==> src/rtl/wf68k30l_movem_seq_pkg.sv <==
// Shared definitions for the WF68K30L MOVEM/MOVEP transfer sequencer:
// addressing-mode encodings and the sequencer state type.
package wf68k30l_movem_seq_pkg;

  localparam logic [1:0] MOVEM_CTRL    = 2'd0;  // d16(An), index, absolute
  localparam logic [1:0] MOVEM_POSTINC = 2'd1;  // (An)+
  localparam logic [1:0] MOVEM_PREDEC  = 2'd2;  // -(An)
  localparam logic [1:0] MOVEP_MODE    = 2'd3;  // MOVEP byte-lane transfers

  typedef enum logic [1:0] {
    StIdle,
    StXfer,
    StWb,
    StFin
  } t_movem_seq_state;

endpackage

==> src/rtl/wf68k30l_movem_ffs.sv <==
// Combinational lowest-set-bit encoder used to skip clear register-list bits.
module wf68k30l_movem_ffs #(
  parameter int unsigned NREGS = 16
) (
  input  logic [NREGS-1:0]         i_vec,
  output logic [$clog2(NREGS)-1:0] o_idx,
  output logic                     o_any
);

  localparam int unsigned RW = $clog2(NREGS);

  // Scan from the top down so the lowest set bit is the last to overwrite.
  always_comb begin
    o_idx = '0;
    o_any = |i_vec;
    for (int i = NREGS - 1; i >= 0; i--) begin
      if (i_vec[i]) begin
        o_idx = RW'(i);
      end
    end
  end

endmodule

==> src/rtl/wf68k30l_movem_seq.sv <==
// MOVEM/MOVEP transfer sequencer: issues one register/address pair per bus
// transfer, skipping clear mask bits, then reports the final An writeback.
module wf68k30l_movem_seq
  import wf68k30l_movem_seq_pkg::*;
#(
  parameter int unsigned NREGS  = 16,
  parameter int unsigned ADDR_W = 32
) (
  input  logic                       CLK,
  input  logic                       RESETn,
  input  logic                       START,
  input  logic                       ABORT,
  input  logic [1:0]                 MODE,
  input  logic                       DIR,
  input  logic                       LONG,
  input  logic [NREGS-1:0]           MASK,
  input  logic [2:0]                 AN_SEL,
  input  logic [2:0]                 DN_SEL,
  input  logic [ADDR_W-1:0]          BASE_ADR,
  output logic                       XFER_VALID,
  input  logic                       XFER_RDY,
  output logic [$clog2(NREGS)-1:0]   XFER_REG,
  output logic [ADDR_W-1:0]          XFER_ADR,
  output logic [1:0]                 XFER_BYTE,
  output logic                       XFER_LAST,
  output logic                       XFER_INH_WR,
  output logic                       AN_WB_VALID,
  output logic [ADDR_W-1:0]          AN_WB_ADR,
  output logic                       BUSY,
  output logic                       DONE,
  output logic [$clog2(NREGS):0]     COUNT
);

  localparam int unsigned RW = $clog2(NREGS);

  t_movem_seq_state r_state;
  t_movem_seq_state w_state_nxt;

  logic [NREGS-1:0]  r_pend;
  logic [ADDR_W-1:0] r_adr;
  logic [1:0]        r_lane;
  logic [RW:0]       r_count;
  logic [1:0]        r_mode;
  logic              r_dir;
  logic              r_long;
  logic [2:0]        r_an;
  logic [2:0]        r_dn;

  logic [RW-1:0]     w_ffs_idx;
  logic              w_ffs_any;
  logic [RW-1:0]     w_idx;
  logic [RW-1:0]     w_reg;
  logic [RW:0]       w_an_reg;
  logic [NREGS-1:0]  w_clr;
  logic [RW:0]       w_mask_pop;
  logic [RW:0]       w_start_cnt;
  logic [ADDR_W-1:0] w_size_in;
  logic [ADDR_W-1:0] w_size;
  logic [ADDR_W-1:0] w_adr_step;
  logic              w_start;
  logic              w_hs;
  logic              w_last;
  logic              w_xfer;
  logic              w_wb_mode;

  wf68k30l_movem_ffs #(
    .NREGS (NREGS)
  ) u_ffs (
    .i_vec (r_pend),
    .o_idx (w_ffs_idx),
    .o_any (w_ffs_any)
  );

  // Register-list popcount for the initial transfer count.
  always_comb begin
    w_mask_pop = '0;
    for (int i = 0; i < NREGS; i++) begin
      w_mask_pop = w_mask_pop + (RW+1)'(MASK[i]);
    end
  end

  // Start-time values and per-transfer address/register selection.
  always_comb begin
    w_size_in   = LONG ? ADDR_W'(4) : ADDR_W'(2);
    w_size      = r_long ? ADDR_W'(4) : ADDR_W'(2);
    w_start     = (r_state == StIdle) && START;
    w_start_cnt = (MODE == MOVEP_MODE) ? (LONG ? (RW+1)'(4) : (RW+1)'(2)) : w_mask_pop;
    w_xfer      = (r_state == StXfer);
    w_hs        = w_xfer && XFER_RDY;
    w_last      = (r_count == (RW+1)'(1));
    w_idx       = w_ffs_any ? w_ffs_idx : '0;
    w_clr       = NREGS'(1) << w_ffs_idx;
    w_an_reg    = (RW+1)'(8) + (RW+1)'(r_an);
    w_wb_mode   = (r_mode == MOVEM_POSTINC) || (r_mode == MOVEM_PREDEC);
    // The predecrement list is bit-reversed: mask bit i names register NREGS-1-i.
    unique case (r_mode)
      MOVEM_PREDEC: begin
        w_reg      = RW'(NREGS - 1) - w_idx;
        w_adr_step = r_adr - w_size;
      end
      MOVEP_MODE: begin
        w_reg      = RW'(r_dn);
        w_adr_step = r_adr + ADDR_W'(2);
      end
      default: begin
        w_reg      = w_idx;
        w_adr_step = r_adr + w_size;
      end
    endcase
  end

  // State register.
  always_ff @(posedge CLK or negedge RESETn) begin
    if (!RESETn) begin
      r_state <= StIdle;
    end else begin
      r_state <= w_state_nxt;
    end
  end

  // Next-state logic; ABORT overrides everything, including a same-cycle handshake.
  always_comb begin
    w_state_nxt = r_state;
    unique case (r_state)
      StIdle: begin
        if (START) begin
          w_state_nxt = (w_start_cnt == '0) ? StWb : StXfer;
        end
      end
      StXfer: begin
        if (XFER_RDY && w_last) begin
          w_state_nxt = StWb;
        end
      end
      StWb:    w_state_nxt = StFin;
      StFin:   w_state_nxt = StIdle;
      default: w_state_nxt = StIdle;
    endcase
    if (ABORT) begin
      w_state_nxt = StIdle;
    end
  end

  // Operation context: latched at START, advanced on each accepted transfer.
  always_ff @(posedge CLK or negedge RESETn) begin
    if (!RESETn) begin
      r_pend  <= '0;
      r_adr   <= '0;
      r_lane  <= '0;
      r_count <= '0;
      r_mode  <= MOVEM_CTRL;
      r_dir   <= 1'b0;
      r_long  <= 1'b0;
      r_an    <= '0;
      r_dn    <= '0;
    end else if (ABORT) begin
      r_pend  <= '0;
      r_lane  <= '0;
      r_count <= '0;
    end else if (w_start) begin
      r_pend  <= (MODE == MOVEP_MODE) ? '0 : MASK;
      // Predecrement stores at An-size first.
      r_adr   <= (MODE == MOVEM_PREDEC) ? (BASE_ADR - w_size_in) : BASE_ADR;
      r_lane  <= LONG ? 2'd3 : 2'd1;
      r_count <= w_start_cnt;
      r_mode  <= MODE;
      r_dir   <= DIR;
      r_long  <= LONG;
      r_an    <= AN_SEL;
      r_dn    <= DN_SEL;
    end else if (w_hs) begin
      if (r_mode == MOVEP_MODE) begin
        r_lane <= r_lane - 2'd1;
      end else begin
        r_pend <= r_pend & ~w_clr;
      end
      r_adr   <= w_adr_step;
      r_count <= r_count - (RW+1)'(1);
    end
  end

  // Outputs decoded from registered state; everything reads zero outside its phase.
  always_comb begin
    XFER_VALID  = w_xfer;
    XFER_REG    = w_xfer ? w_reg : '0;
    XFER_ADR    = w_xfer ? r_adr : '0;
    XFER_BYTE   = (w_xfer && (r_mode == MOVEP_MODE)) ? r_lane : 2'd0;
    XFER_LAST   = w_xfer && w_last;
    // Loading An from its own (An)+ list would be overwritten by the postinc writeback.
    XFER_INH_WR = w_xfer && r_dir && (r_mode == MOVEM_POSTINC) &&
                  ({1'b0, w_reg} == w_an_reg);
    AN_WB_VALID = (r_state == StWb) && w_wb_mode;
    // Predecrement r_adr has run one step past the last stored address.
    AN_WB_ADR   = AN_WB_VALID ? ((r_mode == MOVEM_PREDEC) ? (r_adr + w_size) : r_adr) : '0;
    BUSY        = (r_state != StIdle);
    DONE        = (r_state == StFin);
    COUNT       = r_count;
  end

endmodule
==> config.mk <==
export PLATFORM = sky130hd
export DESIGN_NAME = wf68k30l_movem_seq
export DESIGN_NICKNAME = d
export VERILOG_FILES = /design/src/rtl/wf68k30l_movem_seq_pkg.sv /design/src/rtl/wf68k30l_movem_ffs.sv /design/src/rtl/wf68k30l_movem_seq.sv
export SDC_FILE = /design/constraint.sdc
export NUM_CORES = 1
export LEC_CHECK = 0
export ABC_AREA = 1
export ABC_CLOCK_PERIOD_IN_PS = 3800
export BUFFER_PORTS_ARGS = -buffer_cell sky130_fd_sc_hd__buf_2
export CORE_UTILIZATION = 55
export DETAILED_ROUTE_END_ITERATION = 10
export GPL_TIMING_DRIVEN = 0
export PLACE_DENSITY = 0.82
export SLEW_MARGIN = 20
export SYNTH_ARGS = -nofsm -noshare
export SYNTH_HDL_FRONTEND = slang
export SYNTH_SLANG_ARGS = --single-unit
==> constraint.sdc <==
create_clock -name CLK -period 3.8 [get_ports CLK]
set_input_delay 0.38 -clock CLK [delete_from_list [all_inputs] [get_ports CLK]]
set_output_delay 0.38 -clock CLK [all_outputs]
set_load 0.03 [all_outputs]
After elaboration in Yosys (flattened, before gate mapping)

Cells that the tools add are included.

Bits in registers: 67
Latch bits: 0
Memory bits (writable): 0
Bits in read-only memories: 0
Input bits: 63
Output and inout bits: 81
Logic and storage cells: 121
Memories: 0

$add $sub $neg: 23
Multiply operators: 0
Div/mod/pow operators: 0
Magnitude comparators: 0
Eq/ne operators: 13
Shift operators: 1
Multiplexer cells: 49
Bitwise gates (word level): 3
Reductions and logical operators: 22

Operators by type and width:

| operator              | count |
|---|---|
| $mux 32               | 6 |
| $mux 16               | 5 |
| $mux 4                | 18 |
| $pmux 32 s2           | 1 |
| $sub 32x3->32         | 2 |
| $add 5x1->5           | 11 |
| $add 32x2->32 const B | 1 |
| $add 32x3->32         | 1 |
| $mux 2                | 10 |
| $mux 5                | 4 |
| $and 16x16->16        | 1 |
| $not 16->16           | 1 |
| $reduce_or 16->1      | 1 |
| $shl 1x4->16 const A  | 1 |
| $eq 2x2->1 const B    | 6 |
| $reduce_and 2->1      | 5 |
| $logic_and 1x1->1     | 9 |
| $mux 3                | 3 |
| $pmux 2 s4            | 1 |
| $pmux 4 s2            | 1 |
| $ne 3x3->1 const B    | 2 |
| $reduce_bool 3->1     | 2 |
| $add 4x1->5           | 1 |
| $add 4x3->5 const A   | 1 |
| other kinds (15)      | 17 |

Longest topological paths before layout

Gate-level depths: netlist of the first run.

Word-level depth: 23
Mapped depth: 21
Depth with buffers taken out: 21

Cells and area by module

From an unflattened synthesis of the first run, not the netlist that was laid out.

Cell total of the unflattened synthesis: 1,541
Area total of the unflattened synthesis: 8,994.9 um^2

Modules (own cells, without submodules):

| module             | times used | cells each | area an instance (um^2) | sequential area each (um^2) |
|---|---|---|---|---|
| wf68k30l_movem_seq | 1          | 1,492      | 8,785.9                 | 1,676.6 |
| wf68k30l_movem_ffs | 1          | 49         | 209.0                   | 0.0 |

Worst setup path after synthesis of the first run

OpenSTA, ideal clock, no wires.

Kind: input to register
From: input port MASK[5]
To: register r_state[0]
Library setup time: 131 ps
Arrival time: 3,733 ps
Required time: 3,669 ps
Path slack: -64 ps
Cell stages on the path: 18
Buffers on the path: 0
Path through: inv_1 -> fa_1 -> inv_1 -> fa_1 -> fa_1 -> inv_1 -> fa_1 -> inv_1 -> ha_1 -> fa_1 -> nand2_1 -> inv_1 -> o211ai_1 -> nand4_1 -> nor2_1 -> nand2_1 -> o2111ai_1 -> o21ai_0

Word-level cells in the longest chain between the ends: 17

RTL lines:

| what                       | line                      | RTL |
|---|---|---|
| start: declaration         | wf68k30l_movem_seq.sv:16  | `input logic [NREGS-1:0] MASK,` |
| $add 5x1->5 (11 in series) | wf68k30l_movem_seq.sv:78  | `w_mask_pop = w_mask_pop + (RW+1)'(MASK[i]);` |
| $mux 5                     | wf68k30l_movem_seq.sv:87  | `w_start_cnt = (MODE == MOVEP_MODE) ? (LONG ? (RW+1)'(4) : (RW+1)'(2)) : w_mask_pop;` |
| $logic_not 5->1            | wf68k30l_movem_seq.sv:127 | `w_state_nxt = (w_start_cnt == '0) ? StWb : StXfer;` |
| $mux 2                     | wf68k30l_movem_seq.sv:127 |  |
| $mux 2                     | wf68k30l_movem_seq.sv:126 | `if (START) begin` |
| $pmux 2 s4                 | wf68k30l_movem_seq.sv:124 | `unique case (r_state)` |
| $mux 2                     | wf68k30l_movem_seq.sv:139 | `if (ABORT) begin` |
| end signal: assignment     | wf68k30l_movem_seq.sv:115 | `r_state <= StIdle;` |
| end signal: assignment     | wf68k30l_movem_seq.sv:117 | `r_state <= w_state_nxt;` |
| end: declaration           | wf68k30l_movem_seq.sv:36  | `t_movem_seq_state r_state;` |

Every way passes these cells. The select of a mux whose other input is x is not followed.
A chain may end at the register's enable or synchronous reset.

Final worst setup path of the first run

From: input port MASK[5]
To: register r_state[1]

The elaborated chain is that of the path after synthesis.

==> key figures, run 1 <==
Die
  – I/O pins: 144
  – Die Ht: 127 um
  – FP Rows: 45
  – Die width: 127 um
  – Die area: 16100 sq um
  – Initial core utilization: 0.564
  – Core area: 15200 sq um

Setup path
  – Worst R2R Path Depth: 18
  – Worst setup EP type: register
  – Worst Setup Path Type: primary input to register
  – R2r startpoint: r_mode[0]$_DFFE_PN0P_
  – Reg2Reg Setup Slack: 0.18 ns
  – Crit path max fanout: 2
  – Critical path data required time: 4.07 ns
  – Critical R2R Capture: r_adr[29]$_DFFE_PN0P_
  – Crit path launch type: primary input
  – Data arrival, critical path: 4.15 ns

Pwr
  – Clk pwr share: 0.083
  – Sequential power share: 0.161
  – Comb power frac: 0.756
  – Net Sw Power: 5.80 mW
  – Leak pwr: 5.09 nW
  – Switching share of power: 0.610
  – Power per cell area: 963 nW/um^2
  – Internal Power: 3.70 mW
  – Max VDD drop: 0.000615 V

Route
  – Avg WL per Cell: 18.8 um
  – Via count: 10400
  – Initial drt markers: 939
  – Drt first pass iters: 7
  – DRC errors left: 0
  – Post-DRT Antenna Nets: 0
  – Via density per instance: 5.91
  – Routed Wire Length: 33.0 mm

Timing
  – Fin crit share: 1.02
  – Final clock skew: 0.00999 ns
  – Headroom to the max-slew limit: 0.350
  – Final worst slack: -0.0829 ns
  – Min Tclk post-route: 3.88 ns
  – RSZ-0062 raised after global routing: yes
  – Final hold violation count: 0
  – Setup violators final: 2
  – Max-slew violations: 0
  – Worst-Margin Slew: 0.975 ns
  – F_max: 0.258 GHz

Global routing
  – Initial antenna violation count: 2
  – Routing usage on met3: 0.0898
  – Met1 GRT Util: 0.499
  – Largest net degree at the start of global routing: 40
  – Most Crowded Layer GR: met2
  – Overall routing resource usage: 0.417
  – M2 GR Usage: 0.710
  – Overflow after GRT: 0
  – Global-route wire length before repair: 50.9 mm
  – Number of global-route vias before repair: 9580

Logic synthesis
  – Synth Flop Type: dfrtp_1
  – Synthesized area per cell: 6.11 sq um
  – Number of nets in the synthesized netlist: 1527
  – Post-synthesis cell count: 1402
  – Distinct cells, synth: 52
  – Post-synth ARST share: 1.00
  – Sequential area share after synthesis: 0.196
  – Yosys reg bits: 67
  – EDFF count, synth: 0
  – Netlist Area Pre-Place: 8570 sq um
  – YS warnings: 0

Clocking
  – Total CTS buffers: 9
  – Clock Tree Root: clkbuf_16
  – CTS tree: done
  – # clock sinks: 67
  – Clock transition at the registers of the reported paths: 0.05 ns
  – CTS max path bufs: 2
  – H-tree depth: 3
  – Clk Latency, worst-skew pair: 0.35 ns

Final layout
  – Layout cells sized above 1: 0.141
  – Nets@finish: 1683
  – Fin area: 9860 sq um
  – Multi-input gate area: 5860 sq um
  – Reg area: 1680 sq um
  – Non-Filler Instances: 1752
  – Area delta synth->final: 15.0%
  – # fillers: 1496

Outcome
  – Status: finished with violations
  – Failing checks: negative setup slack

Min path
  – Hold EP: r_an[0]$_DFFE_PN0P_
  – Hold path depth: 3
  – HP Class: primary input to register
  – Worst Hold Launch: AN_SEL[0]

Placed design
  – Gpl congestion: 0.999
  – Cells after DPL: 1734
  – Post-DP HPWL: 26.6 mm
  – Port Buffers: 143
  – Placed cell areas: 9550 sq um
  – Place WS: -0.481 ns

Flow run
  – Max cap viols: 0
logic make-up after synthesis:
kind of cell	Yosys count	synth area share
AO/OA/AOI/OAI	324	0.209
AND/OR/NAND/NOR	631	0.323
adder cells (fa/ha/maj)	62	0.102
XOR/XNOR	47	0.0480
flip-flops	67	0.196
buffers and inverters	271	0.123
registers in the layout, indices dropped and copies added (netlist names):
signal	flops
r_state	2
r_an	3
COUNT	5
r_mode	2
r_dn	3
r_lane	2
r_long	1
r_dir	1
r_adr	32
r_pend	16
worst max-delay path, cell delays in order:
cell and delay (ns):
buf_2 0.08, inv_2 0.04, fa_1 0.53, inv_1 0.05, fa_1 0.47, fa_1 0.54, inv_2 0.04, fa_1 0.47
inv_1 0.04, ha_2 0.17, fa_2 0.35, nand2_2 0.07, inv_2 0.04, o211ai_1 0.32, nand4_1 0.14, nor2_1 0.11
nand2_1 0.07, o21ai_1 0.08, nand3_1 0.08, o21ai_1 0.08
Yosys cell counts (5+ instances only):
| library cell | count | area [sq um] |
|---|---|---|
| o21ai_1 | 9 | 45.0 |
| clkbuf_1 | 33 | 124 |
| a31oi_1 | 21 | 131 |
| o21ai_0 | 120 | 601 |
| inv_2 | 5 | 18.8 |
| inv_1 | 219 | 822 |
| nand4_1 | 30 | 188 |
| a21o_1 | 7 | 52.6 |
| o21bai_1 | 11 | 82.6 |
| nor2_2 | 8 | 50.1 |
| nand2_1 | 282 | 1060 |
| xor2_1 | 35 | 307 |
| o211ai_1 | 12 | 90.1 |
| nor3_1 | 32 | 160 |
| or2_2 | 8 | 50.1 |
| a21oi_1 | 121 | 606 |
| ha_1 | 49 | 613 |
| nor3_2 | 6 | 60.1 |
| nand3_1 | 84 | 420 |
| fa_1 | 13 | 260 |
| buf_2 | 7 | 35.0 |
| dfrtp_1 | 67 | 1680 |
| nor4_1 | 7 | 43.8 |
| xnor2_1 | 12 | 105 |
| nor2_1 | 156 | 586 |
per-stage QoR:
| stage | setup TNS [ns] | util | total power, mW | hold WS [ns] |
|---|---|---|---|---|
| after floorplan | 0 | - | 6.36 | 0.0844 |
| after global placement | -5.90 | 0.627 | 8.32 | 0.455 |
| after detailed placement | -2.01 | 0.628 | 8.42 | 0.351 |
| after CTS | -0.105 | 0.647 | 9.26 | 0.235 |
| after global routing | -0.417 | 0.648 | 10.3 | 0.250 |
| final | -0.154 | 0.648 | 9.50 | 0.239 |
placed cells by master, fill, tap and decap left out, drive strengths merged, types with 4 or more instances in the layout:
cell and n:
inv 224, or2 10, nor2 165, o211ai 12
fa 13, nand4 31, a31oi 21, o22ai 4
o21ai 129, nand2 286, nor4 9, ha 49
nand3 85, clkbuf 48, a21o 7, dfrtp 67
a22oi 4, xnor2 12, buf 154, o21bai 11
nor3 38, a21oi 122, xor2 35
worst max path at each step:
stage | cells past startpoint | slack, ns | end | startpoint
after floorplan | 18 | 0.006 | r_state[0]$_DFFE_PN0P_ | MASK[5]
after global placement | 18 | -0.45 | r_adr[29]$_DFFE_PN0P_ | r_mode[0]$_DFFE_PN0P_
after detailed placement | 17 | -0.48 | r_state[0]$_DFFE_PN0P_ | MASK[11]
after CTS | 20 | -0.06 | r_state[1]$_DFFE_PN0P_ | MASK[11]
after global routing | 20 | -0.23 | r_state[1]$_DFFE_PN0P_ | MASK[5]
final | 20 | -0.08 | r_state[1]$_DFFE_PN0P_ | MASK[5]
layout make-up:
class,count,share of cell area
clock buffer,11,0.0236
tap,188,0.0239
sequential,67,0.170
multi-input combinational,1064,0.595
timing repair buffer,146,0.0773
clock inverter,5,0.00305
inverter,224,0.0858
buffer,46,0.0211
antenna,1,0.000254
power groups by stage:
stage / combinational, mW / clock [mW] / sequential [mW]
2_1_floorplan: 4.96 / 0 / 1.40
3_3_place_gp: 6.83 / 0 / 1.50
3_5_place_dp: 6.91 / 0 / 1.51
4_1_cts: 6.97 / 0.783 / 1.50
5_1_grt: 7.89 / 0.814 / 1.57
6_report: 7.18 / 0.784 / 1.53
routing by layer:
| layer | routed length [um] | up-vias |
|---|---|---|
| met5 | 8 | - |
| li1 | - | 4942 |
| met2 | 15500 | 556 |
| met3 | 3330 | 99 |
| met4 | 1520 | 2 |
| met1 | 12700 | 4752 |
what timing repair did:
item / in CTS / in global routing
pin swaps: 1 / 0
gates resized for setup: 4 / 9
endpoints found under the setup margin: 7 / 13
hold buffers: 1 / 0
endpoints found under the hold margin: 23 / 0
setup buffers: 1 / 0
(Power assumes the default switching activity.)
==> run 2, diff against run 1 <==
- SYNTH_HIERARCHICAL: not set -> 1
==> run 2 against run 1 <==
  * Critical path depth down 3
  * Clock power up 3.8%
  * Count of clock-buffer cells in the layout down 2
  * Core utilization down 0.11 points
  * Die area up 4.8%
  * The flow now finishes without violations
  * Non-clock buffer count down 3
  * Design area up 4.7%
  * Sequential share of layout area down 0.76 points
==> key figures, run 2 <==
Logic synthesis
  – Post-synth ARST share: 1.00
  – Largest cells by area after synthesis: dfrtp_1, nand2_1, inv_1, ha_1, nor2_1
  – Netlist Area Pre-Place: 8990 sq um
  – Sequential area share after synthesis: 0.186
  – Synth Flop Type: dfrtp_1
  – Most frequent cell after synthesis: nand2_1
  – EDFF count, synth: 0
  – Post-synthesis cell count: 1541
  – Yosys top cell area share: 0.186
  – Distinct cells, synth: 54
  – Synthesized area per cell: 5.84 sq um
  – Number of nets in the synthesized netlist: 1666
  – YS warnings: 6
  – Post-synth top cells: nand2_1, inv_1, nor2_1, a21oi_1, nand3_1
  – Yosys reg bits: 67
  – Post-synth top area cell: dfrtp_1

Setup path
  – Crit-path cells: buf_2, fa_1, inv_1, fa_1, inv_1, fa_1, inv_1, fa_1, inv_1, ha_2, inv_1, fa_2, xnor2_1, o21ai_1, buf_4, a221o_1, o21ai_1
  – Worst Setup Path Type: primary input to register
  – Cell mode on critical path: inv_1
  – Worst path bufs/invs: 7
  – Worst setup EP type: register
  – Crit path max fanout: 2
  – Data arrival, critical path: 3.98 ns
  – CP top delay family: adder cells
  – CP max stage cell: fa_1
  – Critical path data required time: 4.07 ns
  – Slowest cell delay on critical path: 0.53 ns
  – Crit path launch type: primary input

Placed design
  – Placed cell areas: 10000 sq um
  – Cells after DPL: 1901
  – Post-DP HPWL: 26.4 mm
  – Place WS: -0.365 ns
  – Port Buffers: 143
  – Gpl congestion: 1.03

Pwr
  – Max VDD drop: 0.000395 V
  – Net Sw Power: 5.54 mW
  – Power per cell area: 882 nW/um^2
  – Leak pwr: 5.79 nW
  – Switching share of power: 0.609
  – Internal Power: 3.56 mW
  – Comb power frac: 0.748
  – Sequential power share: 0.162
  – Clk pwr share: 0.089

Clocking
  – Clock transition at the registers of the reported paths: 0.07 ns
  – H-tree depth: 3
  – CTS tree: done
  – Clk Latency, worst-skew pair: 0.35 ns
  – Total CTS buffers: 9
  – Clock Tree Root: clkbuf_16
  – # clock sinks: 67
  – CTS max path bufs: 2

Timing
  – Final clock skew: 0.0118 ns
  – Setup violators final: 0
  – Final hold violation count: 0
  – Max-slew violations: 0
  – Final worst slack: 0.0910 ns
  – F_max: 0.270 GHz
  – Fin crit share: 0.976
  – Headroom to the max-slew limit: 0.509
  – Min Tclk post-route: 3.71 ns
  – Worst-Margin Slew: 0.736 ns
  – RSZ-0062 raised after global routing: yes

Route
  – DRC errors left: 0
  – Via count: 10700
  – Routed Wire Length: 32.3 mm
  – Avg WL per Cell: 16.8 um
  – Post-DRT Antenna Nets: 0
  – Drt first pass iters: 7
  – Via density per instance: 5.57
  – Initial drt markers: 1196

Final layout
  – Commonest non-fill, non-tap cell in the layout: nand2_1
  – Antenna Cells: 0
  – Fin area: 10300 sq um
  – Largest register FFs: 32
  – # fillers: 1560
  – Area delta synth->final: 14.7%
  – Commonest non-fill, non-tap cells in the layout: nand2_1, inv_1, nor2_1
  – Reg area: 1680 sq um
  – Final Core Density: 0.647
  – Multi-input gate area: 6080 sq um
  – Non-Filler Instances: 1920
  – Nets@finish: 1824
  – Top reg by flops: r_adr
  – Layout cells sized above 1: 0.139

Global routing
  – Initial antenna violation count: 0
  – Overall routing resource usage: 0.395
  – Global-route wire length before repair: 50.2 mm
  – Overflow after GRT: 0
  – Largest net degree at the start of global routing: 42
  – Number of global-route vias before repair: 9726

Outcome
  – Status: complete, no violations

Die
  – Initial core utilization: 0.564
  – Die Ht: 130 um
  – Die width: 130 um
  – Core area: 15900 sq um
  – Die area: 16900 sq um
  – FP Rows: 46
  – I/O pins: 144

Min path
  – HP Class: primary input to register

Flow run
  – Max cap viols: 0
-- run 2: cell count changes after synthesis, sizes merged, moves of 9 or more --
cell / delta
o21ai: -21
nor3: -9
inv: +56
a31oi: -17
a21oi: -17
nand2: +163
nand3: +17
-- run 2: area by class of cell --
cell class,count,share of cell area
Clock buffer,9,0.0218
Timing Repair Buffer,147,0.0747
Clock inverter,7,0.00497
Sequential cell,67,0.162
Buffer,42,0.0177
Tap cell,216,0.0262
Inverter,281,0.103
Multi-Input combinational cell,1151,0.589
-- run 2: timing repair --
item / 4_1_cts / 5_1_grt
hold buffers: 1 / 0
setup endpoints to repair: 1 / 3
resized for setup: 1 / 10
pin swaps: 0 / 4
setup buffers: 0 / 2
endpoints found under the hold margin: 26 / 0
-- run 2: final timing paths --
check                                      start                     end  slack [ns]  cells past startpoint
max                                     MASK[11]    COUNT[2]$_DFFE_PN0P_        0.09                     17
min                                    AN_SEL[2]     r_an[2]$_DFFE_PN0P_        0.24                      3
max reg2reg                r_mode[0]$_DFFE_PN0P_   r_adr[21]$_DFFE_PN0P_        0.40                     18
min reg2reg                    r_dir$_DFFE_PN0P_       r_dir$_DFFE_PN0P_        0.50                      2
max in group asynchronous                 RESETn   r_adr[28]$_DFFE_PN0P_        2.75                      3
min in group asynchronous                 RESETn  r_state[1]$_DFFE_PN0P_        0.48                      2
-- run 2: kinds of logic (layout without fill, tap and decap cells) --
family,after synthesis,in the layout,synth area share
compound gates,260,260,0.159
fa+ha+maj,62,62,0.0971
buf+inv,323,486,0.138
simple gates,788,788,0.379
flops,67,67,0.186
xor+xnor,41,41,0.0408
-- run 2: per-stage QoR --
stage | power, mW | hold slack, ns | TNS (ns)
detailed placement | 7.99 | 0.335 | -1.11
CTS | 8.85 | 0.227 | 0
global placement | 7.87 | 0.460 | -1.11
global route | 9.90 | 0.247 | -0.0974
floorplan | 6.10 | 0.0844 | 0
finish | 9.11 | 0.238 | 0
-- run 2: power groups by stage --
| stage | logic, mW | registers [mW] | clock network (mW) |
|---|---|---|---|
| finish | 6.81 | 1.48 | 0.814 |
| global route | 7.56 | 1.50 | 0.841 |
| CTS | 6.59 | 1.44 | 0.818 |
| detailed placement | 6.54 | 1.45 | 0 |
| global placement | 6.42 | 1.44 | 0 |
| floorplan | 4.79 | 1.31 | 0 |
-- run 2: routing by layer --
metal	global-route usage	share of wire	vias to the layer above
met1	0.540	0.43	4866
met4	0.140	0.030	0
li1	-	-	5219
met2	0.603	0.43	555
met5	0	0	-
met3	0.103	0.11	63
-- run 2: worst min-delay path, stage by stage --
cell     delay (ns)
buf_2          0.08
nand2_1        0.04
nand2_1        0.05
